### config.mk
export PLATFORM = sky130hd
export DESIGN_NAME = mem_stream_reader
export DESIGN_NICKNAME = d
export VERILOG_FILES = /design/src/rtl/mem_stream_reader.sv
export SDC_FILE = /design/constraint.sdc
export NUM_CORES = 1
export LEC_CHECK = 0
export CORE_MARGIN = 8
export CORE_UTILIZATION = 45
export CTS_CLUSTER_DIAMETER = 60
export CTS_CLUSTER_SIZE = 16
export DETAILED_ROUTE_END_ITERATION = 7
export PLACE_DENSITY = 0.76
export SLEW_MARGIN = 5
export SYNTH_ARGS = -nofsm -noshare
export SYNTH_HDL_FRONTEND = slang
export SYNTH_SLANG_ARGS = --single-unit
### constraint.sdc
create_clock -name clock -period 1.97 [get_ports clock]
set_input_delay 0.197 -clock clock [delete_from_list [all_inputs] [get_ports clock]]
set_output_delay 0.197 -clock clock [all_outputs]
set_load 0.005 [all_outputs]
### src/rtl/mem_stream_reader.sv
// Read-side sequencer for one block-RAM port: issues credit-limited reads, absorbs the
// one-cycle registered read latency through a 4-entry FIFO and streams words out on valid/ready.
module mem_stream_reader #(
    parameter int WIDTH = 8,
    parameter int DEPTH = 64,
    localparam int AW = $clog2(DEPTH)
) (
    input  logic             clock,
    input  logic             rst,
    input  logic             start,
    input  logic [AW-1:0]    base_addr,
    input  logic [AW:0]      length,
    output logic             busy,
    output logic             done,
    output logic [AW-1:0]    mem_address,
    output logic             mem_wren,
    input  logic [WIDTH-1:0] mem_q,
    output logic [WIDTH-1:0] dout,
    output logic             dout_valid,
    input  logic             dout_ready
);

    typedef enum logic [1:0] {
        S_IDLE  = 2'd0,
        S_READ  = 2'd1,
        S_DRAIN = 2'd2,
        S_DONE  = 2'd3
    } state_t;

    state_t            state_r;
    state_t            state_nx_s;
    logic [AW-1:0]     addr_r;
    logic [AW:0]       issue_cnt_r;
    logic [AW:0]       out_cnt_r;
    logic              in_flight_r;
    logic [WIDTH-1:0]  fifo_mem_r [4];
    logic [1:0]        wr_ptr_r;
    logic [1:0]        rd_ptr_r;
    logic [2:0]        fifo_count_r;
    logic              issue_s;
    logic              push_s;
    logic              pop_s;
    logic              accept_s;

    // Credit check counts the word still in the RAM output register so the FIFO can never overflow.
    assign issue_s  = (state_r == S_READ) && (issue_cnt_r != {(AW+1){1'b0}})
                      && (({2'b00, in_flight_r} + fifo_count_r) < 3'd4);
    assign push_s   = in_flight_r;
    assign pop_s    = dout_valid && dout_ready;
    assign accept_s = (state_r == S_IDLE) && start;

    // addr_r stops on the last issued address so mem_address holds through DRAIN.
    assign mem_address = addr_r;
    assign mem_wren    = 1'b0;
    assign dout        = fifo_mem_r[rd_ptr_r];
    assign dout_valid  = (fifo_count_r != 3'd0);

    // State register.
    always_ff @(posedge clock or posedge rst) begin
        if (rst) begin
            state_r <= S_IDLE;
        end else begin
            state_r <= state_nx_s;
        end
    end

    // Next-state logic.
    always_comb begin
        state_nx_s = state_r;
        case (state_r)
            S_IDLE: begin
                if (start) begin
                    state_nx_s = (length != {(AW+1){1'b0}}) ? S_READ : S_DONE;
                end else begin
                    state_nx_s = S_IDLE;
                end
            end
            S_READ: begin
                if (issue_s && (issue_cnt_r == {{AW{1'b0}}, 1'b1})) begin
                    state_nx_s = S_DRAIN;
                end else begin
                    state_nx_s = S_READ;
                end
            end
            S_DRAIN: begin
                if (pop_s && (out_cnt_r == {{AW{1'b0}}, 1'b1})) begin
                    state_nx_s = S_DONE;
                end else begin
                    state_nx_s = S_DRAIN;
                end
            end
            S_DONE:  state_nx_s = S_IDLE;
            default: state_nx_s = S_IDLE;
        endcase
    end

    // Status outputs decoded from the state register.
    always_comb begin
        busy = 1'b0;
        done = 1'b0;
        case (state_r)
            S_IDLE:  begin busy = 1'b0; done = 1'b0; end
            S_READ:  begin busy = 1'b1; done = 1'b0; end
            S_DRAIN: begin busy = 1'b1; done = 1'b0; end
            S_DONE:  begin busy = 1'b1; done = 1'b1; end
            default: begin busy = 1'b0; done = 1'b0; end
        endcase
    end

    // Address and word counters.
    always_ff @(posedge clock or posedge rst) begin
        if (rst) begin
            addr_r      <= {AW{1'b0}};
            issue_cnt_r <= {(AW+1){1'b0}};
            out_cnt_r   <= {(AW+1){1'b0}};
            in_flight_r <= 1'b0;
        end else begin
            in_flight_r <= issue_s;
            if (accept_s) begin
                addr_r      <= base_addr;
                issue_cnt_r <= length;
                out_cnt_r   <= length;
            end else begin
                if (issue_s) begin
                    issue_cnt_r <= issue_cnt_r - {{AW{1'b0}}, 1'b1};
                    if (issue_cnt_r != {{AW{1'b0}}, 1'b1}) begin
                        addr_r <= (addr_r == AW'(DEPTH-1)) ? {AW{1'b0}} : addr_r + {{(AW-1){1'b0}}, 1'b1};
                    end else begin
                        addr_r <= addr_r;
                    end
                end else begin
                    issue_cnt_r <= issue_cnt_r;
                end
                if (pop_s) begin
                    out_cnt_r <= out_cnt_r - {{AW{1'b0}}, 1'b1};
                end else begin
                    out_cnt_r <= out_cnt_r;
                end
            end
        end
    end

    // Output FIFO; push lands in a free slot so a simultaneous pop never disturbs the head.
    always_ff @(posedge clock or posedge rst) begin
        if (rst) begin
            for (int i = 0; i < 4; i++) begin
                fifo_mem_r[i] <= {WIDTH{1'b0}};
            end
            wr_ptr_r     <= 2'd0;
            rd_ptr_r     <= 2'd0;
            fifo_count_r <= 3'd0;
        end else begin
            if (push_s) begin
                fifo_mem_r[wr_ptr_r] <= mem_q;
                wr_ptr_r             <= wr_ptr_r + 2'd1;
            end
            if (pop_s) begin
                rd_ptr_r <= rd_ptr_r + 2'd1;
            end
            case ({push_s, pop_s})
                2'b10:   fifo_count_r <= fifo_count_r + 3'd1;
                2'b01:   fifo_count_r <= fifo_count_r - 3'd1;
                default: fifo_count_r <= fifo_count_r;
            endcase
        end
    end

endmodule

## Yosys cells after proc, flatten, opt, wreduce, memory -nomap -nowiden

Index checks and enable logic that the tools add are counted.

| word-level totals | value |
|---|---|
| register bits | 62 |
| bits in latches | 0 |
| RAM bits | 0 |
| bits in read-only memories | 0 |
| bits of input ports | 25 |
| output and inout bits | 18 |
| word-level logic and storage cells | 75 |
| memories kept | 0 |

| operators by class | value |
|---|---|
| add/subtract/negate cells | 8 |
| $mul | 0 |
| divide/modulo/power cells | 0 |
| $lt $le $gt $ge | 4 |
| equality and inequality tests | 9 |
| shift-type cells | 0 |
| multiplexer cells | 22 |
| bitwise operators | 2 |
| reduce and logical (&&, ||, !) cells | 18 |

Operator list:

| kind | number |
|---|---|
| $bwmux W32 | 1 |
| $mux W7 | 4 |
| $mux W6 | 4 |
| $mux W8 | 3 |
| $bmux W8 S2 | 1 |
| $demux W8 S2 | 1 |
| $eq A7 B1 Y1 const B | 2 |
| $reduce_bool A7 Y1 | 2 |
| $sub A7 B1 Y7 const B | 2 |
| $pmux W2 S4 | 1 |
| $reduce_bool A2 Y1 | 4 |
| $logic_and A1 B1 Y1 | 7 |
| $ne A7 B1 Y1 const B | 1 |
| $add A6 B1 Y6 const B | 1 |
| $eq A2 B2 Y1 const B | 3 |
| $eq A6 B6 Y1 const B | 1 |
| $ge A3 B3 Y1 const B | 2 |
| $mux W2 | 3 |
| $not A2 Y3 | 2 |
| $pmux W3 S2 | 1 |
| $reduce_or A3 Y1 | 2 |
| $add A2 B1 Y2 const B | 2 |
| $eq A2 B1 Y1 const B | 2 |
| $pmux W1 S2 | 2 |
| other kinds (9) | 9 |

## Longest topological paths before layout

| depth | value |
|---|---|
| depth in word-level cells | 6 |
| depth in mapped cells | 8 |

## Worst setup path after synthesis

Ideal clock, no wire load.

| timing | value |
|---|---|
| path type | reg-to-reg |
| from | register fifo_count_r[0] |
| to | register fifo_count_r[1] |
| library setup time | 0.083 ns |
| arrival | 1.981 ns |
| required time | 1.887 ns |
| path slack | -0.094 ns |
| cell stages (with the launch flop) | 7 |
| clock period less this slack | 2.064 ns |
| cells stage by stage | dfrtp_1 > o31ai_1 > inv_2 > ha_1 > inv_1 > fa_1 > o21ai_0 |

| between the ends | value |
|---|---|
| word-level cells in the longest chain between the ends | 4 |

Ends and longest elaborated chain:

| element | RTL line | source |
|---|---|---|
| start: declaration | 39 | `logic [2:0] fifo_count_r;` |
| start signal: assignment | 161 | `2'b10: fifo_count_r <= fifo_count_r + 3'd1;` |
| start signal: assignment | 162 | `2'b01: fifo_count_r <= fifo_count_r - 3'd1;` |
| start signal: assignment | 163 | `default: fifo_count_r <= fifo_count_r;` |
| branches (longest 4 deep; another with $sub A3 B1 Y3) | -- |  |

Several ways; the timed one is not identified.
A chain may end at the register's enable or synchronous reset.

## Worst setup path in the final report

| timing | value |
|---|---|
| from | register rd_ptr_r[1] |
| to | output dout[0] |

| between the ends | value |
|---|---|
| word-level cells in the longest chain between the ends | 4 |

Ends and longest elaborated chain:

| element | RTL line | source |
|---|---|---|
| start: declaration | 38 | `logic [1:0] rd_ptr_r;` |
| start signal: assignment | 158 | `rd_ptr_r <= rd_ptr_r + 2'd1;` |
| $not A2 Y3 (not written as such) | 55 | `assign dout = fifo_mem_r[rd_ptr_r];` |
| $bmux W8 S2 | 55 |  |
| $mux W8 (not written as such) (2 in series) | 55 |  |
| end: declaration | 18 | `output logic [WIDTH-1:0] dout,` |

No other way between the ends. The select of a mux whose other input is x is not followed.

==> run_results.csv <==
group,metric,value,unit
setup_path,worst-setup-path-type,"flop to output port",
drt,totalWireLength,6.924,mm
timing,tns,0,ps
setup_path,crit_path_max_fanout,7,
timing,finalHoldViolations,0,
setup_path,cp_top_family,"buffers and inverters",
layout,fin_area,4041,um^2
layout,fillers,567,
power,netSwitchingFraction,34.17,%
setup_path,crit_buf_inv,2,
timing,grt_setup_unrepaired,"no",
floorplanning,initial_core_util,46.59,%
setup_path,crit_arrival,1710,ps
placed_design,dpl_cell_area,3761,um^2
drt,drt-initial-drc-count,97,
setup_path,slowest_stage,"dfrtp_2",
global_routing,grt_pass1_vias,2491,
synth,synthDistinctLibCells,45,
status,status,"complete, no violations",
synth,synth_edf_count,0,
floorplanning,die-area,9974,um^2
placed_design,place_ws,30.18,ps
global_routing,grt_pass1_wl,11.90,mm
global_routing,antenna_found_initial,0,
timing,fin_ws,64.99,ps
synth,ys.warnings.count,0,
synth,synth_top_area_cell,"dfrtp_1",
power,vdd.ir_drop.worst,697.4,uV
cts,clk_pin_slew,70,ps
power,powerDensity,1658,nW/um^2
synth,synth_fp_nets,307,
timing,clock_skew,8.460,ps
synth,synthTopCellsByArea,"dfrtp_1 (49%), mux2_2 (12%), mux4_2 (5.7%), ha_1 (4.3%), nand2_1 (2.3%)",
synth,synth-seq-cells,62,
floorplanning,die_w,99.87,um
timing,clock.fmax,0.5249,GHz
layout,final_util,59.48,%
power,power.internal,4.411,mW
setup_path,critPathMaxStageDelay,460,ps
cts,clk_latency,340,ps
timing,post-route-min-period,1905,ps
cts,htreeDepth,3,
timing,holdWs,164.7,ps
timing,slew_violations,0,
placed_design,gp_congestion,0.8800,
timing,finalCritPeriodShare,96.70,%
synth,synth_top_area_share,49.01,%
layout,instances_no_fill,432,
synth,synthesis.area,3166,um^2
drt,first_pass_iters,4,
setup_path,crit_path_cell_trace,"buf_4, mux4_2, clkdlybuf4s50_1",
drt,post-route-drc-count,0,
power,power_frac_clock,18.4,%
synth,synth-async-reset-ratio,100.0,%
drt,avgViaCountPerCell,5.472,
setup_path,setup.worst_path.end_class,"output port",
setup_path,cp.required,1770,ps
drt,ant_nets,0,
power,p_leak,1.712,nW
layout,insertedDiodeCount,0,
power,seqPwrFrac,36.5,%
synth,syn_area_per_cell,11.72,um^2
layout,area_growth,27.67,%
setup_path,start_kind,"flop",
run,max_cap_violations,0,
global_routing,grt_overflow,0,
synth,ys_seq_area_share,49.01,%
cts,clkSinkCount,62,
power,combPwrFrac,45.2,%
layout,fin_nets,368,
placed_design,placedCellCount,408,
cts,cts_tree,"built",
hold_path,hold_class,"input port to async pin",
power,finalPower,6.701,mW
floorplanning,core,6794,um^2
placed_design,dp_hpwl,5.004,mm
global_routing,track_usage,14.94,%
timing,setup_viol,0,
drt,post_drt_wl_per_cell,16.03,um
floorplanning,io_pins,43,
cts,cts_buffers,9,
cts,clock_path_buffers,2,
layout,drive_above_1_share,25.60,%
drt,via_count,2364,
power,switching_power,2.290,mW
cts,cts-root-buf,"clkbuf_8",
cts,cts-hold-fix-buffers,0,
floorplanning,die_height,99.87,um
placed_design,port_buffers,41,
synth,netlist_instances,270,
synth,ys.flop_type,"dfrtp_1",
floorplanning,rows,30,
global_routing,grt_max_degree,37,
-- registers in the layout, summed over array words and instances, names as in the netlist --
| name | flops |
|---|---|
| fifo_count_r | 3 |
| fifo_mem_r | 32 |
| out_cnt_r | 7 |
| state_r | 2 |
| wr_ptr_r | 2 |
| issue_cnt_r | 7 |
| mem_address | 6 |
| rd_ptr_r | 2 |
| in_flight_r | 1 |
-- routing by layer --
| metal | vias to the layer above | wire, um | track usage (%) |
|---|---|---|---|
| li1 | 1105 | - | - |
| met4 | 0 | 63 | 3.842 |
| met2 | 63 | 3495 | 25.30 |
| met5 | - | 0 | 0 |
| met1 | 1188 | 2922 | 17.59 |
| met3 | 8 | 442 | 5.190 |
-- final cells by class --
cell class / count / area (um^2) / area share, %
Multi-Input combinational cell: 182 / 1511 / 37.40
Inverter: 16 / 60.06 / 1.486
Clock buffer: 9 / 123.9 / 3.065
Sequential cell: 62 / 1554 / 38.45
Timing Repair Buffer: 60 / 573.1 / 14.18
Clock inverter: 7 / 98.84 / 2.446
Tap cell: 96 / 120.1 / 2.972
-- Yosys cell counts (all sizes together) (3+ instances only) --
cell type	instances
a21oi	4
a31oi	7
and3	3
buf	4
clkbuf	6
dfrtp	62
ha	11
inv	16
mux2	33
mux4	8
nand2	19
nor2	15
nor3	4
nor4	3
o211ai	3
o21ai	12
o311ai	4
o31ai	5
or3	6
or4	9
xnor2	7
xor2	5
-- placed cells by master (no fill, tap or decap), types with 5 or more instances in the layout --
master	count
dfrtp_1	60
or3_1	6
clkdlybuf4s50_1	34
mux2_2	33
ha_1	11
mux4_2	8
o21ai_0	12
inv_1	14
nor2_1	15
nand2_1	19
clkbuf_8	9
xor2_1	5
xnor2_1	7
dlygate4sd2_1	6
a31oi_1	7
buf_4	17
or4_1	9
-- power by group through the flow --
| stage | logic (mW) | clock network [mW] | registers (mW) |
|---|---|---|---|
| after detailed placement | 2.99 | 0 | 2.47 |
| after CTS | 2.99 | 1.26 | 2.45 |
| after floorplan | 2.02 | 0 | 2.28 |
| after global routing | 3.36 | 1.31 | 2.54 |
| final | 3.03 | 1.23 | 2.44 |
| after global placement | 2.89 | 0 | 2.44 |
-- final timing paths --
path	start	endpoint	slack, ps	depth (start not counted)
max	rd_ptr_r[1]$_DFFE_PP0N_	dout[0]	60	3
max in group asynchronous	rst	rd_ptr_r[0]$_DFFE_PP0N_	1270	3
min	rst	issue_cnt_r[4]$_DFFE_PP0P_	160	2
min reg2reg	fifo_mem_r[17]$_DFFE_PP0P_	fifo_mem_r[17]$_DFFE_PP0P_	500	1
max reg2reg	issue_cnt_r[0]$_DFFE_PP0P_	mem_address[4]$_DFFE_PP0P_	120	5
min in group clock	base_addr[1]	mem_address[1]$_DFFE_PP0P_	440	3
-- kinds of logic (layout without fill, tap and decap cells) --
logic type               after synthesis  after routing  synth area share, %
AO/OA/AOI/OAI                         41             41                8.617
XOR/XNOR                              12             12                3.320
adder cells (fa/ha/maj)               12             12                4.980
buffers and inverters                 26             92                3.399
flip-flops                            62             62                49.01
multiplexers                          43             43                18.06
other                                  1              1               0.1185
AND/OR/NAND/NOR                       73             73                12.49
-- timing repair --
action / 4_1_cts / 5_1_grt
setup endpoints to repair: 8 / 3
resized for setup: 8 / 1
pin swaps: 0 / 0
setup buffers: 4 / 4
cloned: 0 / 0
Power figures use the tool's default switching activity.
